$ cat config.mk
export PLATFORM = sky130hd
export DESIGN_NAME = aes_inv_key_sched
export DESIGN_NICKNAME = d
export VERILOG_FILES = /design/src/rtl/aes_inv_key_sched.sv
export SDC_FILE = /design/constraint.sdc
export NUM_CORES = 1
export LEC_CHECK = 0
export CAP_MARGIN = 5
export CORE_ASPECT_RATIO = 0.9
export CORE_MARGIN = 2
export CORE_UTILIZATION = 25
export CTS_BUF_LIST = sky130_fd_sc_hd__clkbuf_4 sky130_fd_sc_hd__clkbuf_8 sky130_fd_sc_hd__clkbuf_16
export DETAILED_ROUTE_END_ITERATION = 12
export PLACE_DENSITY_LB_ADDON = 0.08
export SETUP_SLACK_MARGIN = 0.02
export SLEW_MARGIN = 0
export SYNTH_ARGS = -nofsm -noshare
export SYNTH_HDL_FRONTEND = slang
export SYNTH_SLANG_ARGS = --single-unit
$ cat constraint.sdc
create_clock -name clk -period 5 [get_ports clk]
set_clock_uncertainty 0.1 [all_clocks]
set_input_delay 1 -clock clk [delete_from_list [all_inputs] [get_ports clk]]
set_output_delay 1 -clock clk [all_outputs]
set_load 0.005 [all_outputs]
$ cat src/rtl/aes_inv_key_sched.sv
// Inverse AES-128 key schedule: loaded with round key 10, then steps back one
// round key per accepted `next`, deriving each earlier key on the fly.
module aes_inv_key_sched (
  input  logic         clk,
  input  logic         rst,
  input  logic         start,
  input  logic [127:0] last_key,
  input  logic         next,
  output logic [127:0] round_key,
  output logic [3:0]   round_idx,
  output logic         key_valid,
  output logic         busy,
  output logic         done
);

  typedef enum logic {S_IDLE, S_ACTIVE} state_t;

  localparam logic [7:0] SBOX [256] = '{
    8'h63, 8'h7c, 8'h77, 8'h7b, 8'hf2, 8'h6b, 8'h6f, 8'hc5, 8'h30, 8'h01, 8'h67, 8'h2b, 8'hfe, 8'hd7, 8'hab, 8'h76,
    8'hca, 8'h82, 8'hc9, 8'h7d, 8'hfa, 8'h59, 8'h47, 8'hf0, 8'had, 8'hd4, 8'ha2, 8'haf, 8'h9c, 8'ha4, 8'h72, 8'hc0,
    8'hb7, 8'hfd, 8'h93, 8'h26, 8'h36, 8'h3f, 8'hf7, 8'hcc, 8'h34, 8'ha5, 8'he5, 8'hf1, 8'h71, 8'hd8, 8'h31, 8'h15,
    8'h04, 8'hc7, 8'h23, 8'hc3, 8'h18, 8'h96, 8'h05, 8'h9a, 8'h07, 8'h12, 8'h80, 8'he2, 8'heb, 8'h27, 8'hb2, 8'h75,
    8'h09, 8'h83, 8'h2c, 8'h1a, 8'h1b, 8'h6e, 8'h5a, 8'ha0, 8'h52, 8'h3b, 8'hd6, 8'hb3, 8'h29, 8'he3, 8'h2f, 8'h84,
    8'h53, 8'hd1, 8'h00, 8'hed, 8'h20, 8'hfc, 8'hb1, 8'h5b, 8'h6a, 8'hcb, 8'hbe, 8'h39, 8'h4a, 8'h4c, 8'h58, 8'hcf,
    8'hd0, 8'hef, 8'haa, 8'hfb, 8'h43, 8'h4d, 8'h33, 8'h85, 8'h45, 8'hf9, 8'h02, 8'h7f, 8'h50, 8'h3c, 8'h9f, 8'ha8,
    8'h51, 8'ha3, 8'h40, 8'h8f, 8'h92, 8'h9d, 8'h38, 8'hf5, 8'hbc, 8'hb6, 8'hda, 8'h21, 8'h10, 8'hff, 8'hf3, 8'hd2,
    8'hcd, 8'h0c, 8'h13, 8'hec, 8'h5f, 8'h97, 8'h44, 8'h17, 8'hc4, 8'ha7, 8'h7e, 8'h3d, 8'h64, 8'h5d, 8'h19, 8'h73,
    8'h60, 8'h81, 8'h4f, 8'hdc, 8'h22, 8'h2a, 8'h90, 8'h88, 8'h46, 8'hee, 8'hb8, 8'h14, 8'hde, 8'h5e, 8'h0b, 8'hdb,
    8'he0, 8'h32, 8'h3a, 8'h0a, 8'h49, 8'h06, 8'h24, 8'h5c, 8'hc2, 8'hd3, 8'hac, 8'h62, 8'h91, 8'h95, 8'he4, 8'h79,
    8'he7, 8'hc8, 8'h37, 8'h6d, 8'h8d, 8'hd5, 8'h4e, 8'ha9, 8'h6c, 8'h56, 8'hf4, 8'hea, 8'h65, 8'h7a, 8'hae, 8'h08,
    8'hba, 8'h78, 8'h25, 8'h2e, 8'h1c, 8'ha6, 8'hb4, 8'hc6, 8'he8, 8'hdd, 8'h74, 8'h1f, 8'h4b, 8'hbd, 8'h8b, 8'h8a,
    8'h70, 8'h3e, 8'hb5, 8'h66, 8'h48, 8'h03, 8'hf6, 8'h0e, 8'h61, 8'h35, 8'h57, 8'hb9, 8'h86, 8'hc1, 8'h1d, 8'h9e,
    8'he1, 8'hf8, 8'h98, 8'h11, 8'h69, 8'hd9, 8'h8e, 8'h94, 8'h9b, 8'h1e, 8'h87, 8'he9, 8'hce, 8'h55, 8'h28, 8'hdf,
    8'h8c, 8'ha1, 8'h89, 8'h0d, 8'hbf, 8'he6, 8'h42, 8'h68, 8'h41, 8'h99, 8'h2d, 8'h0f, 8'hb0, 8'h54, 8'hbb, 8'h16
  };

  // Rcon is indexed by the round being left, not the one being entered
  function automatic logic [7:0] f_rcon(input logic [3:0] r);
    case (r)
      4'd1:    return 8'h01;
      4'd2:    return 8'h02;
      4'd3:    return 8'h04;
      4'd4:    return 8'h08;
      4'd5:    return 8'h10;
      4'd6:    return 8'h20;
      4'd7:    return 8'h40;
      4'd8:    return 8'h80;
      4'd9:    return 8'h1b;
      4'd10:   return 8'h36;
      default: return 8'h00;
    endcase
  endfunction

  state_t       r_state, w_state_nxt;
  logic [127:0] r_key, w_key_nxt;
  logic [3:0]   r_idx, w_idx_nxt;
  logic         r_done, w_done_nxt;

  logic [31:0]  w_w0, w_w1, w_w2, w_w3;
  logic [31:0]  w_w0p, w_w1p, w_w2p, w_w3p;
  logic [31:0]  w_rot, w_sub;
  logic [127:0] w_prev_key;

  assign w_w0 = r_key[127:96];
  assign w_w1 = r_key[95:64];
  assign w_w2 = r_key[63:32];
  assign w_w3 = r_key[31:0];

  assign w_w3p = w_w3 ^ w_w2;
  assign w_w2p = w_w2 ^ w_w1;
  assign w_w1p = w_w1 ^ w_w0;
  assign w_rot = {w_w3p[23:0], w_w3p[31:24]};
  assign w_sub = {SBOX[w_rot[31:24]], SBOX[w_rot[23:16]], SBOX[w_rot[15:8]], SBOX[w_rot[7:0]]};
  assign w_w0p = w_w0 ^ w_sub ^ {f_rcon(r_idx), 24'h0};
  assign w_prev_key = {w_w0p, w_w1p, w_w2p, w_w3p};

  always_ff @(posedge clk or posedge rst) begin
    if (rst) begin
      r_state <= S_IDLE;
      r_key   <= '0;
      r_idx   <= '0;
      r_done  <= 1'b0;
    end else begin
      r_state <= w_state_nxt;
      r_key   <= w_key_nxt;
      r_idx   <= w_idx_nxt;
      r_done  <= w_done_nxt;
    end
  end

  always_comb begin
    w_state_nxt = r_state;
    w_key_nxt   = r_key;
    w_idx_nxt   = r_idx;
    w_done_nxt  = 1'b0;
    case (r_state)
      S_IDLE: begin
        if (start) begin
          w_key_nxt   = last_key;
          w_idx_nxt   = 4'd10;
          w_state_nxt = S_ACTIVE;
        end
      end
      S_ACTIVE: begin
        if (next) begin
          if (r_idx != 4'd0) begin
            w_key_nxt = w_prev_key;
            w_idx_nxt = r_idx - 4'd1;
          end else begin
            w_state_nxt = S_IDLE;
            w_done_nxt  = 1'b1;
          end
        end
      end
      default: w_state_nxt = S_IDLE;
    endcase
  end

  assign round_key = r_key;
  assign round_idx = r_idx;
  assign key_valid = (r_state == S_ACTIVE);
  assign busy      = (r_state == S_ACTIVE);
  assign done      = r_done;

endmodule

==> impl_summary.log <==
INFO  metric post-route-period-util = 82.4%
INFO  metric worst_slew_pin_slew = 1.27 ns
INFO  metric drc_errors = 0
INFO  metric cts_post_setup_buffers_inserted = 0
INFO  metric design_area = 0.0251 mm²
INFO  metric mean_cell_area_of_the_mapped_netlist = 6.81 µm²
INFO  metric run_status = complete, no violations
INFO  metric routed_wire_length_per_instance = 30.9 µm
INFO  metric top_flip_flop_cell_by_instance_count_after_synthesis = sky130_fd_sc_hd__dfrtp_1
INFO  metric setup-tns-final = 0 ns
INFO  metric worstPathRequired = 5.31 ns
INFO  metric fraction_of_the_mapped_netlist_area_in_compound_gates = 39.8%
INFO  metric design.portCount = 267
INFO  metric via_count_of_the_first_global_routing_pass = 25,400
INFO  metric cts-root-to-sink-buffers = 2
INFO  metric grt_pass1_wl = 187 mm
INFO  metric dieHeight = 274 µm
INFO  metric whs = 0.429 ns
INFO  metric placement.io_buffers = 266
INFO  metric post_synth_instance_area = 0.0203 mm²
INFO  metric placement_rows = 99
INFO  metric cts_num_sinks = 134
INFO  metric async_reset_ff_share = 100%
INFO  metric slew_viol_final = 0
INFO  metric design.core.area = 0.0806 mm²
INFO  metric timing.max_slew.rel_slack = 15.0%
INFO  metric drive_above_1_share = 8.99%
INFO  metric drt.antenna.violating_nets = 0
INFO  metric synthesized_netlist_cell_count = 2,974
INFO  metric count_of_final_setup_violators = 0
INFO  metric die_width = 304 µm
INFO  metric finalCoreUtilization = 31.2%
INFO  metric synth_mux_area_share = 5.45%
INFO  metric grt_start_max_net_pins = 89
INFO  metric worstSetupStartpointType = flop
INFO  metric dp.final_hpwl = 91.9 mm
INFO  metric layout.cells.most_common_list = sky130_fd_sc_hd__nand2_1 (380), sky130_fd_sc_hd__nor2_1 (336), sky130_fd_sc_hd__a21oi_1 (270)
INFO  metric mappedNetlistNets = 3,164
INFO  metric largest_driver_fanout_on_the_critical_path = 13
INFO  metric cp-end-kind = flop
INFO  metric initialDrtViolationCount = 4,044
INFO  metric detail_route.wirelength = 129 mm
INFO  metric synth-seq-area-share = 16.5%
INFO  metric clk_pin_slew_worst_paths = 0.07 ns
INFO  metric clk-insertion-delay-late = 0.51 ns
INFO  metric critical_path_arrival = 4.43 ns
INFO  metric synth-xor-area-share = 3.97%
INFO  metric postSynthRegisterBits = 134
INFO  metric drv.max_cap_violation_count = 0
INFO  metric tritoncts = done
INFO  metric starting_density = 25.1%
INFO  metric crit_type = reg2reg
INFO  metric dr.pass1.iters = 7
INFO  metric period_minus_slack = 4.12 ns
INFO  metric hp-class = reg2reg
INFO  metric die_area = 0.0833 mm²
INFO  metric viasPerCell = 6.42
INFO  metric cts_buffer_count = 17
INFO  metric synth.distinct_cells = 83
INFO  metric mostFrequentLayoutCell = sky130_fd_sc_hd__nand2_1
INFO  metric htree_num_levels = 4
INFO  metric dpl_cell_area = 0.0245 mm²
INFO  metric dominant_combinational_cell_family_by_area_after_synthesis = compound AO/OA/AOI/OAI gates
INFO  metric synth_edf_count = 0
INFO  metric synth_simple_gate_area_share = 23.0%
INFO  metric fmax = 243 MHz
INFO  metric vias = 26,700
INFO  metric routability_cong = 1.02
INFO  metric global_route_usage_over_all_layers = 29.9%
INFO  metric rsz_0062_raised_after_global_routing = false
INFO  metric synth-adder-area-share = 3.58%
INFO  metric cts-resized-gates = 0
INFO  metric final_nets = 3,271
INFO  metric globalRouteOverflowTotal = 0
INFO  metric grt_antenna_before_repair = 12
INFO  metric area_delta_synth_final = 24.0%
INFO  metric hold_fix_buffers_at_cts = 0
INFO  metric clk_root_buffer_cell = sky130_fd_sc_hd__clkbuf_16
INFO  metric hold_violations = 0
INFO  metric synthesis.yosys.warnings = 0
critical path, cell delays in order (launching register included):
cell	delay, ns
sky130_fd_sc_hd__dfrtp_1	0.41
sky130_fd_sc_hd__xor2_1	0.57
sky130_fd_sc_hd__ha_1	0.47
sky130_fd_sc_hd__inv_1	0.53
sky130_fd_sc_hd__nor2_1	0.24
sky130_fd_sc_hd__o31ai_1	0.27
sky130_fd_sc_hd__a21oi_1	0.10
sky130_fd_sc_hd__a2111oi_1	0.61
sky130_fd_sc_hd__nor4_2	0.19
sky130_fd_sc_hd__xnor2_2	0.21
sky130_fd_sc_hd__o221ai_1	0.14
sky130_fd_sc_hd__a31oi_1	0.18
worst paths after layout:
path / from / to / slack (ns) / depth (start not counted)
min: round_key[17] / round_key[17] / 0.43 / 2
min in group asynchronous: rst / round_key[113] / 0.89 / 2
max reg2reg: round_key[49] / round_key[126] / 0.88 / 11
max: round_key[49] / round_key[126] / 0.88 / 11
max in group asynchronous: rst / round_key[20] / 3.04 / 3
min reg2reg: round_key[17] / round_key[17] / 0.43 / 2
sequential cells by signal, summed over array words and instances (netlist names):
register   cells
round_key    128
done           1
round_idx      4
busy           1
cell usage after synthesis (8+ instances only):
library cell                  n  area [µm²]
sky130_fd_sc_hd__a2111oi_0   14         123
sky130_fd_sc_hd__a211oi_1    62         465
sky130_fd_sc_hd__a21o_1      48         360
sky130_fd_sc_hd__a21oi_1    270        1350
sky130_fd_sc_hd__a221o_1     54         541
sky130_fd_sc_hd__a221oi_1    36         315
sky130_fd_sc_hd__a22oi_1     10        75.1
sky130_fd_sc_hd__a311o_1      8        80.1
sky130_fd_sc_hd__a311oi_1    47         412
sky130_fd_sc_hd__a31oi_1     58         363
sky130_fd_sc_hd__a32oi_1     20         175
sky130_fd_sc_hd__and3_1      23         144
sky130_fd_sc_hd__buf_1       34         128
sky130_fd_sc_hd__buf_2       76         380
sky130_fd_sc_hd__buf_4       16         120
sky130_fd_sc_hd__clkbuf_1   200         751
sky130_fd_sc_hd__dfrtp_1    134        3350
sky130_fd_sc_hd__ha_1        58         726
sky130_fd_sc_hd__inv_1       32         120
sky130_fd_sc_hd__inv_2        9        33.8
sky130_fd_sc_hd__mux2i_1     39         390
sky130_fd_sc_hd__mux4_2      28         631
sky130_fd_sc_hd__nand2_1    382        1430
sky130_fd_sc_hd__nand2b_1    39         244
sky130_fd_sc_hd__nand3_1    114         571
sky130_fd_sc_hd__nand3b_1     8        60.1
sky130_fd_sc_hd__nand4_1     12        75.1
sky130_fd_sc_hd__nor2_1     339        1270
sky130_fd_sc_hd__nor3_1      98         490
sky130_fd_sc_hd__o2111ai_1   11        96.3
sky130_fd_sc_hd__o211ai_1    76         571
sky130_fd_sc_hd__o21a_1       8        60.1
sky130_fd_sc_hd__o21ai_0    242        1210
sky130_fd_sc_hd__o221ai_1    30         263
sky130_fd_sc_hd__o22ai_1     42         263
sky130_fd_sc_hd__o311a_1     16         160
sky130_fd_sc_hd__o311ai_0    43         377
sky130_fd_sc_hd__o311ai_1     9        78.8
sky130_fd_sc_hd__o31ai_1     15         113
sky130_fd_sc_hd__o32ai_1     10        87.6
sky130_fd_sc_hd__or3_1       16         100
sky130_fd_sc_hd__xnor2_1     43         377
sky130_fd_sc_hd__xor2_1      30         263
through the flow:
| stage | instances | worst slack (ns) |
|---|---|---|
| after CTS | 4154 | 1.02 |
| after floorplan | 2974 | 0.317 |
| after global routing | 4154 | 0.689 |
| final | 4157 | 0.879 |
| after global placement | 4122 | 1.00 |
| after detailed placement | 4122 | 1.05 |
area by class of cell:
class,count,area (µm²)
sequential,134,3360
tap,1060,1330
timing repair buffer,415,3870
multi-input combinational,2472,15800
fill,8775,55500
inverter,41,160
clock buffer,17,425
antenna,3,7.51
clock inverter,15,211
per-layer routing:
| metal | vias up | global-route usage (%) | wire length, µm |
|---|---|---|---|
| met1 | 13000 | 40.7 | 54700 |
| met2 | 1891 | 44.7 | 54400 |
| li1 | 11500 | - | - |
| met5 | - | 0 | 145 |
| met4 | 22 | 11.2 | 5340 |
| met3 | 327 | 8.44 | 14000 |
logic make-up after synthesis:
family | count (synthesis)
adders and majority gates | 58
xor gates and xnor gates | 82
muxes | 73
and+or+nand+nor | 1070
DFF | 134
buffers and inverters | 368
AOI/OAI and AO/OA | 1189
Power is not shown: default switching activity piles up to over one toggle a cycle in this logic, so the estimate is an artifact.
